<file path="config.mk">
export PLATFORM = sky130hd
export DESIGN_NAME = mesh_router
export DESIGN_NICKNAME = d
export VERILOG_FILES = /design/src/rtl/mesh_router_pkg.sv /design/src/rtl/mesh_rr_arb.sv /design/src/rtl/mesh_router.sv
export SDC_FILE = /design/constraint.sdc
export NUM_CORES = 1
export LEC_CHECK = 0
export ABC_AREA = 1
export CAP_MARGIN = 25
export CORE_UTILIZATION = 50
export CTS_BUF_LIST = sky130_fd_sc_hd__clkbuf_4
export DETAILED_ROUTE_END_ITERATION = 12
export HOLD_SLACK_MARGIN = 0.06
export PLACE_DENSITY = 0.79
export SLEW_MARGIN = 20
export SYNTH_ARGS = -nofsm -noshare
export SYNTH_HDL_FRONTEND = slang
export SYNTH_SLANG_ARGS = --single-unit
</file>
<file path="constraint.sdc">
create_clock -name clk -period 8.67 [get_ports clk]
set_clock_uncertainty 0.1 [all_clocks]
set_input_delay 1.734 -clock clk [delete_from_list [all_inputs] [get_ports clk]]
set_output_delay 1.734 -clock clk [all_outputs]
set_load 0.1 [all_outputs]
</file>
<file path="src/rtl/mesh_router_pkg.sv">
// Shared types and helpers for the mesh router: port direction encoding,
// port-count derivation and packet coordinate field positions.
package mesh_router_pkg;

    typedef enum logic [2:0] {
        DIR_P = 3'd0,
        DIR_W = 3'd1,
        DIR_E = 3'd2,
        DIR_N = 3'd3,
        DIR_S = 3'd4
    } dir_e;

    // dest_x sits at the bottom of the packet, dest_y directly above it.
    localparam int DEST_X_LSB = 0;

    function automatic int dirs_f(input int dims);
        return 2 * dims + 1;
    endfunction

    function automatic int dest_y_lsb_f(input int x_cord_width);
        return DEST_X_LSB + x_cord_width;
    endfunction

endpackage

</file>
<file path="src/rtl/mesh_rr_arb.sv">
// Round-robin arbiter: one-hot grant among n_p requesters. The priority
// pointer moves past the winner only when the granted transfer completes.
module mesh_rr_arb #(
    parameter int n_p = 5
) (
    input  logic           clk,
    input  logic           reset,
    input  logic [n_p-1:0] req_i,
    input  logic           ready_i,
    output logic [n_p-1:0] grant_o,
    output logic           v_o
);
    localparam int ptr_w = (n_p > 1) ? $clog2(n_p) : 1;

    logic [ptr_w-1:0] ptr_r;
    logic [ptr_w-1:0] winner;
    logic [n_p-1:0]   hi_mask;
    logic [n_p-1:0]   masked;
    logic [n_p-1:0]   pick_from;

    // NOTE: every combinational output gets a default first, so no path infers a latch.
    always_comb begin
        hi_mask = '0;
        for (int k = 0; k < n_p; k++) hi_mask[k] = (k >= int'(ptr_r));
        // Requesters at or above the pointer win first; otherwise wrap to the bottom.
        masked    = req_i & hi_mask;
        pick_from = (|masked) ? masked : req_i;
        winner    = '0;
        for (int k = n_p - 1; k >= 0; k--) begin
            if (pick_from[k]) winner = ptr_w'(k);
        end
        v_o     = |req_i;
        grant_o = '0;
        for (int k = 0; k < n_p; k++) grant_o[k] = v_o && (winner == ptr_w'(k));
    end

    // NOTE: sequential state uses non-blocking assignments so every flop samples pre-edge values.
    always_ff @(posedge clk) begin
        if (reset)
            ptr_r <= '0;
        else if (v_o && ready_i)
            ptr_r <= (winner == ptr_w'(n_p - 1)) ? '0 : winner + 1'b1;
    end

endmodule

</file>
<file path="src/rtl/mesh_router.sv">
// Unbuffered single-cycle XY dimension-ordered mesh router, one round-robin
// arbiter per output. Define MESH_ROUTER_ASSERTIONS_EN for simulation routing checks.
module mesh_router
    import mesh_router_pkg::*;
#(
    parameter int  dims_p         = 2,
    parameter int  width_p        = 8,
    parameter int  x_cord_width_p = 2,
    parameter int  y_cord_width_p = 2,
    localparam int dirs           = dirs_f(dims_p)
) (
    input  logic                           clk,
    input  logic                           reset,
    input  logic [dirs-1:0][width_p-1:0]   data_i,
    input  logic [dirs-1:0]                v_i,
    output logic [dirs-1:0]                yumi_o,
    output logic [dirs-1:0][width_p-1:0]   data_o,
    output logic [dirs-1:0]                v_o,
    input  logic [dirs-1:0]                ready_and_i,
    input  logic [x_cord_width_p-1:0]      my_x_i,
    input  logic [y_cord_width_p-1:0]      my_y_i
);
    localparam int y_lsb = dest_y_lsb_f(x_cord_width_p);

    dir_e            route [dirs];
    logic [dirs-1:0] req   [dirs];
    logic [dirs-1:0] grant [dirs];

    // X is resolved first; only an X match lets Y (row 0 is north) decide.
    function automatic dir_e route_f(
        input logic [x_cord_width_p-1:0] dest_x,
        input logic [x_cord_width_p-1:0] my_x,
        input logic [y_cord_width_p-1:0] dest_y,
        input logic [y_cord_width_p-1:0] my_y
    );
        if (dest_x < my_x) return DIR_W;
        if (dest_x > my_x) return DIR_E;
        if (dims_p == 1)   return DIR_P;
        if (dest_y < my_y) return DIR_N;
        if (dest_y > my_y) return DIR_S;
        return DIR_P;
    endfunction

    always_comb begin
        for (int i = 0; i < dirs; i++) begin
            route[i] = route_f(data_i[i][DEST_X_LSB +: x_cord_width_p], my_x_i,
                               data_i[i][y_lsb +: y_cord_width_p], my_y_i);
        end
    end

    // Masking requests during reset clears every v_o, grant and yumi_o at once.
    always_comb begin
        for (int o = 0; o < dirs; o++) begin
            req[o] = '0;
            for (int i = 0; i < dirs; i++) req[o][i] = v_i[i] && !reset && (int'(route[i]) == o);
        end
    end

    for (genvar o = 0; o < dirs; o++) begin : g_out
        mesh_rr_arb #(.n_p(dirs)) u_arb (
            .clk     (clk),
            .reset   (reset),
            .req_i   (req[o]),
            .ready_i (ready_and_i[o]),
            .grant_o (grant[o]),
            .v_o     (v_o[o])
        );
    end

    always_comb begin
        data_o = '0;
        yumi_o = '0;
        for (int o = 0; o < dirs; o++) begin
            for (int i = 0; i < dirs; i++) begin
                if (grant[o][i]) begin
                    data_o[o] = data_i[i];
                    yumi_o[i] = yumi_o[i] | ready_and_i[o];
                end
            end
        end
    end

`ifdef MESH_ROUTER_ASSERTIONS_EN
    always_ff @(posedge clk) begin
        if (!reset) begin
            assert (!$isunknown(v_i)) else $error("mesh_router: X on v_i");
            for (int i = 1; i < dirs; i++) begin
                if (v_i[i]) begin
                    assert (int'(route[i]) != i)
                        else $error("mesh_router: input %0d routes back to itself", i);
                    if (i >= int'(DIR_N))
                        assert (route[i] != DIR_W && route[i] != DIR_E)
                            else $error("mesh_router: Y input %0d requests an X output", i);
                end
            end
        end
    end
`else
    // Routing checks are compiled only with MESH_ROUTER_ASSERTIONS_EN.
`endif

endmodule

</file>
* Yosys cells after proc, flatten, opt, wreduce, memory -nomap -nowiden
Cells that the tools add are included.
** Word-level totals
- Flip-flop bits (word level) :: 15
- Input bits :: 56
- Output and inout port bits :: 50
- Logic and storage cells :: 376
** Operators by class
- $add $sub $neg :: 5
- Order comparisons :: 45
- Equality and inequality tests :: 40
- Mux-type cells :: 175
- Bitwise logic cells :: 25
- Reduce and logical (&&, ||, !) cells :: 81
** Operator list (number)
- $mux W3 :: 70
- $mux W8 :: 25
- $mux W1 :: 75
- $eq A3 B3 Y1 const B :: 20
- $logic_and A1 B1 Y1 :: 60
- $reduce_or A5 Y1 :: 10
- $eq A3 B2 Y1 const B :: 15
- $ge A1 B3 Y1 const A :: 10
- $ge A2 B3 Y1 const A :: 10
- $logic_not A3 Y1 :: 10
- $and A5 B5 Y5 :: 5
- $mux W5 :: 5
- $gt A2 B2 Y1 :: 10
- $lt A2 B2 Y1 :: 10
- $or A1 B1 Y1 :: 20
- $add A3 B1 Y3 const B :: 5
- $eq A3 B1 Y1 const B :: 5
- $ge A3 B3 Y1 const A :: 5
- $logic_not A1 Y1 :: 1

* Longest topological paths before layout
- Depth after elaboration :: 33
- Depth in mapped cells :: 29
- Depth with buffers taken out :: 27

* By module
Synthesis repeated with hierarchy kept, for this count alone.
** Unflattened totals
- Cell total of the unflattened synthesis :: 925
- Area, all modules :: 4762.1 um^2
** By module, submodules not included
- mesh_router :: instances 1, cells an instance 607, area each 2916.5 um^2, sequential area each 0.0 um^2
- mesh_rr_arb at g_out[0].u_arb ... :: instances 4, cells an instance 63, area each 371.6 um^2, sequential area each 60.1 um^2
- mesh_rr_arb at g_out[4].u_arb :: instances 1, cells an instance 66, area each 359.1 um^2, sequential area each 60.1 um^2

* Worst setup path after synthesis
No wires, ideal clock.
- Kind :: input port to output port
- Start point :: in my_x_i[1]
- End point :: out data_o[31] (netlist bit)
- Data arrival time :: 5.706 ns
- Required time :: 6.836 ns
- Slack :: 1.130 ns
- Stages on the path :: 23
- Path buffers :: 1
- Path through :: inv_1 > ha_1 > nand2_1 > nand2_1 > nand2_4 > inv_2 > nand3_1 > inv_2 > nand2_1 > nand2_1 > nor2_1 > nand2_1 > nand2_1 > inv_1 > a21oi_1 > ha_1 > buf_1 > inv_1 > nor2_1 > nand3_1 > nand3_1 > nand2_1 > a21oi_1
** RTL lines
- from (decl) :: RTL line mesh_router.sv:20 : input logic [x_cord_width_p-1:0] my_x_i,
- to (decl) :: RTL line mesh_router.sv:17 : output logic [dirs-1:0][width_p-1:0] data_o,

==> metrics.md <==
| Metric | Value |
|---|---|
| Post-route minimum period | `roughly 7.9 ns` |
| Crit path max-delay family | `simple AND/OR/NAND/NOR gates` |
| Total number of vias | `6,762` |
| Worst EP required | `6.84 ns` |
| Number of top-level pins | `106` |
| Setup crit start kind | `input port` |
| Vias in the first global route | `5,897` |
| Pin count of the biggest net entering global routing | `30` |
| Max Slew Vio Count | `0` |
| Die width | `between 100 and 150 um` |
| Synth top area share | `0.211` |
| Proportion of layout cells with a drive suffix above 1 | `0.109` |
| Dpl cells | `1,246` |
| Final cell count without fillers | `1,250` |
| RSZ-0062 raised after global routing | `false` |
| First-pass GRT wire length | `about 30,000 um` |
| N_diodes | `0` |
| CTS buffer count | `3` |
| Worst vdd ir | `0.159 mV` |
| CTS root buffer | `clkbuf_4` |
| DRC violation count after routing | `0` |
| Largest regs | `g_out.u_arb.ptr_r x15` |
| CP max FO | `9` |
| TritonRoute pass-1 iters | `6` |
| Final WL | `~19,000 um` |
| IO Port Bufs | `105` |
| CTS tree | `built` |
| Area of the mapped netlist | `0.00535 mm^2` |
| Dpl hpwl | `15,600 um` |
| Core footprint | `0.0104 mm^2` |
| Final hold viol count | `0` |
| Worst setup EP type | `output port` |
| Largest Register | `g_out.u_arb.ptr_r` |
| Row cnt | `37` |
| Largest cells by area after synthesis | `nand2_1 21%, inv_1 13%, ha_1 10%, nand3_1 9.7%, o21ai_0 6.3%` |
| Initial Utilization | `0.516` |
| F_max | `0.127 GHz` |
| Count of cell types in the netlist | `42` |
| WL per Instance | `between 15 and 20 um` |
| CP cell instances | `clkdlybuf4s50_1 > inv_1 > ha_1 > inv_1 > nand2_1 > nand2_1 > nand2_4 > nor3_2 > nand2_1 > nand3_1 > nor2_1 > nand2_1 > nand2_1 > o21ai_0 > ha_1 > inv_1 > nor2_1 > nand3_1 > nand2_1 > nand2_1 > nand2_1 > nand2_1 > nand2_1 > buf_4` |
| Buf+Inv Stages, Crit Path | `5` |
| Commonest non-fill, non-tap cells in the layout | `300 x nand2_1, 192 x inv_1, 104 x nand3_1` |
| Number of H-tree levels | `1` |
| Fin crit share | `0.908` |
| Static Leak | `3.50 nW` |
| Final GP Congestion | `0.946` |
| Hold/Removal Path Class | `flip-flop to flip-flop` |
| GRT Total Usage | `0.338` |
| CTS Buffer Depth | `2` |
| Cell accounting for the most synthesized area | `nand2_1` |
| Layout net count | `1,214` |
| Post-cts hold buffer count | `0` |
| Slew HR | `0.353` |
| Clk_lat worst skew | `0.29 ns` |
| Max reg flops | `15` |
| Syn nets | `1,136` |
| CP max-delay cell | `clkdlybuf4s50_1` |
| Initial antenna violation count | `0` |
| CP dominant cell by count | `nand2_1` |
| Worst Path Class, Setup | `input port to output port` |
| Initial DRC Count | `~460` |
| Worst Tran Pin Value | `0.968 ns` |
| Max-Cap Viols | `0` |
| PD cells | `approximately 130 mW/mm^2` |
| Synthesis-stage register bit count | `15` |
| Commonest non-fill, non-tap cell in the layout | `nand2_1` |
| Post-CTS setup buffer count | `0` |
| Routed Antenna Nets | `0` |
| Avg Inst Size Synth | `5.16 um^2` |
| Final TNS setup | `0 ns` |
| Synth warnings | `0` |
| Slowest cell delay on critical path | `0.61 ns` |
| Die Height | `105 um` |
| Setup violations, final | `0` |
| Clock transition at path regs | `0.10 ns` |
| Clk sinks | `15` |
| Post-synthesis sequential area ratio | `0.0561` |
| Resized cells post-CTS | `0` |
| Outcome | `completed` |
| Crit path DAT | `6.04 ns` |
| Grt ovf | `0` |
| Area Growth Syn to Fin | `17.5%` |
| Mapped Cells | `1,037` |
| Die area | `0.0111 mm^2` |
| Via/cell ratio | `5.41` |
## worst min-delay path, cell delays in order, from the launching register on
cell     delay (ns)
dfxtp_1        0.33
inv_1          0.07
a21oi_1        0.06
## synthesized netlist by cell type, drive strengths merged
cell type  number
nor3           18
o211ai          2
a21oi          32
inv           210
o22ai           2
o21ai          91
nand4          51
o21a            1
nand2         320
o2111ai         2
o31ai           1
or2             2
o221ai          2
o211a           2
a31oi           2
a211oi          2
a21o            1
nand3         110
nor4            2
o21bai          1
ha             43
buf            28
dfxtp          15
clkbuf          7
nor2           90
## final cells by class
| class | count | area (um^2) |
|---|---|---|
| clock buffers | 3 | 22.5 |
| well taps | 136 | 170 |
| clock inverters | 1 | 5.00 |
| flip-flops and latches | 15 | 300 |
| repair buffers | 108 | 961 |
| multi-input cells | 777 | 4030 |
| inverters | 210 | 791 |
| fillers | 1115 | 4090 |
## routing by layer
metal / vias to the layer above / part of all wire / GRT usage
met5: - / 0 / 0
met4: 0 / 0.041 / 0.138
met3: 59 / 0.080 / 0.0192
met2: 342 / 0.44 / 0.557
met1: 2893 / 0.44 / 0.458
li1: 3468 / - / -
## where the power goes
group / internal, mW / switching, mW / leakage (nW)
Sequential: 0.0743 / 0.00473 / 0.122
Clock: 0.0172 / 0.0246 / 0.0177
Combinational: 0.158 / 0.515 / 3.36
Total: 0.249 / 0.544 / 3.50
## logic make-up (layout without fill, tap and decap cells)
logic type | after synthesis | in the layout | share of synthesized area
buffers and inverters | 245 | 322 | 0.190
and+or+nand+nor | 593 | 593 | 0.509
AOI/OAI and AO/OA | 141 | 141 | 0.145
DFF | 15 | 15 | 0.0561
adders and majority gates | 43 | 43 | 0.101
## final timing paths
check / to / slack [ns] / depth (start not counted) / from
hold reg to reg: g_out[4].u_arb.ptr_r[1] / 0.39 / 2 / g_out[4].u_arb.ptr_r[1]
setup / recovery: data_o[26] / 0.80 / 24 / data_i[24]
setup reg to reg: g_out[3].u_arb.ptr_r[2] / 5.20 / 13 / g_out[3].u_arb.ptr_r[2]
hold / removal: g_out[4].u_arb.ptr_r[1] / 0.39 / 2 / g_out[4].u_arb.ptr_r[1]
## stage by stage
step	hold slack [ns]	setup slack, ns	cell area, um^2	utilization	power (mW)
2_1_floorplan	0.354	1.13	5350	-	0.589
3_5_place_dp	0.383	0.939	6260	0.603	0.745
4_1_cts	0.398	0.915	6280	0.606	0.787
3_3_place_gp	0.380	0.962	6260	0.603	0.744
5_1_grt	0.417	0.516	6280	0.606	0.840
6_report	0.393	0.796	6280	0.606	0.793
Power figures use the tool's default switching activity.
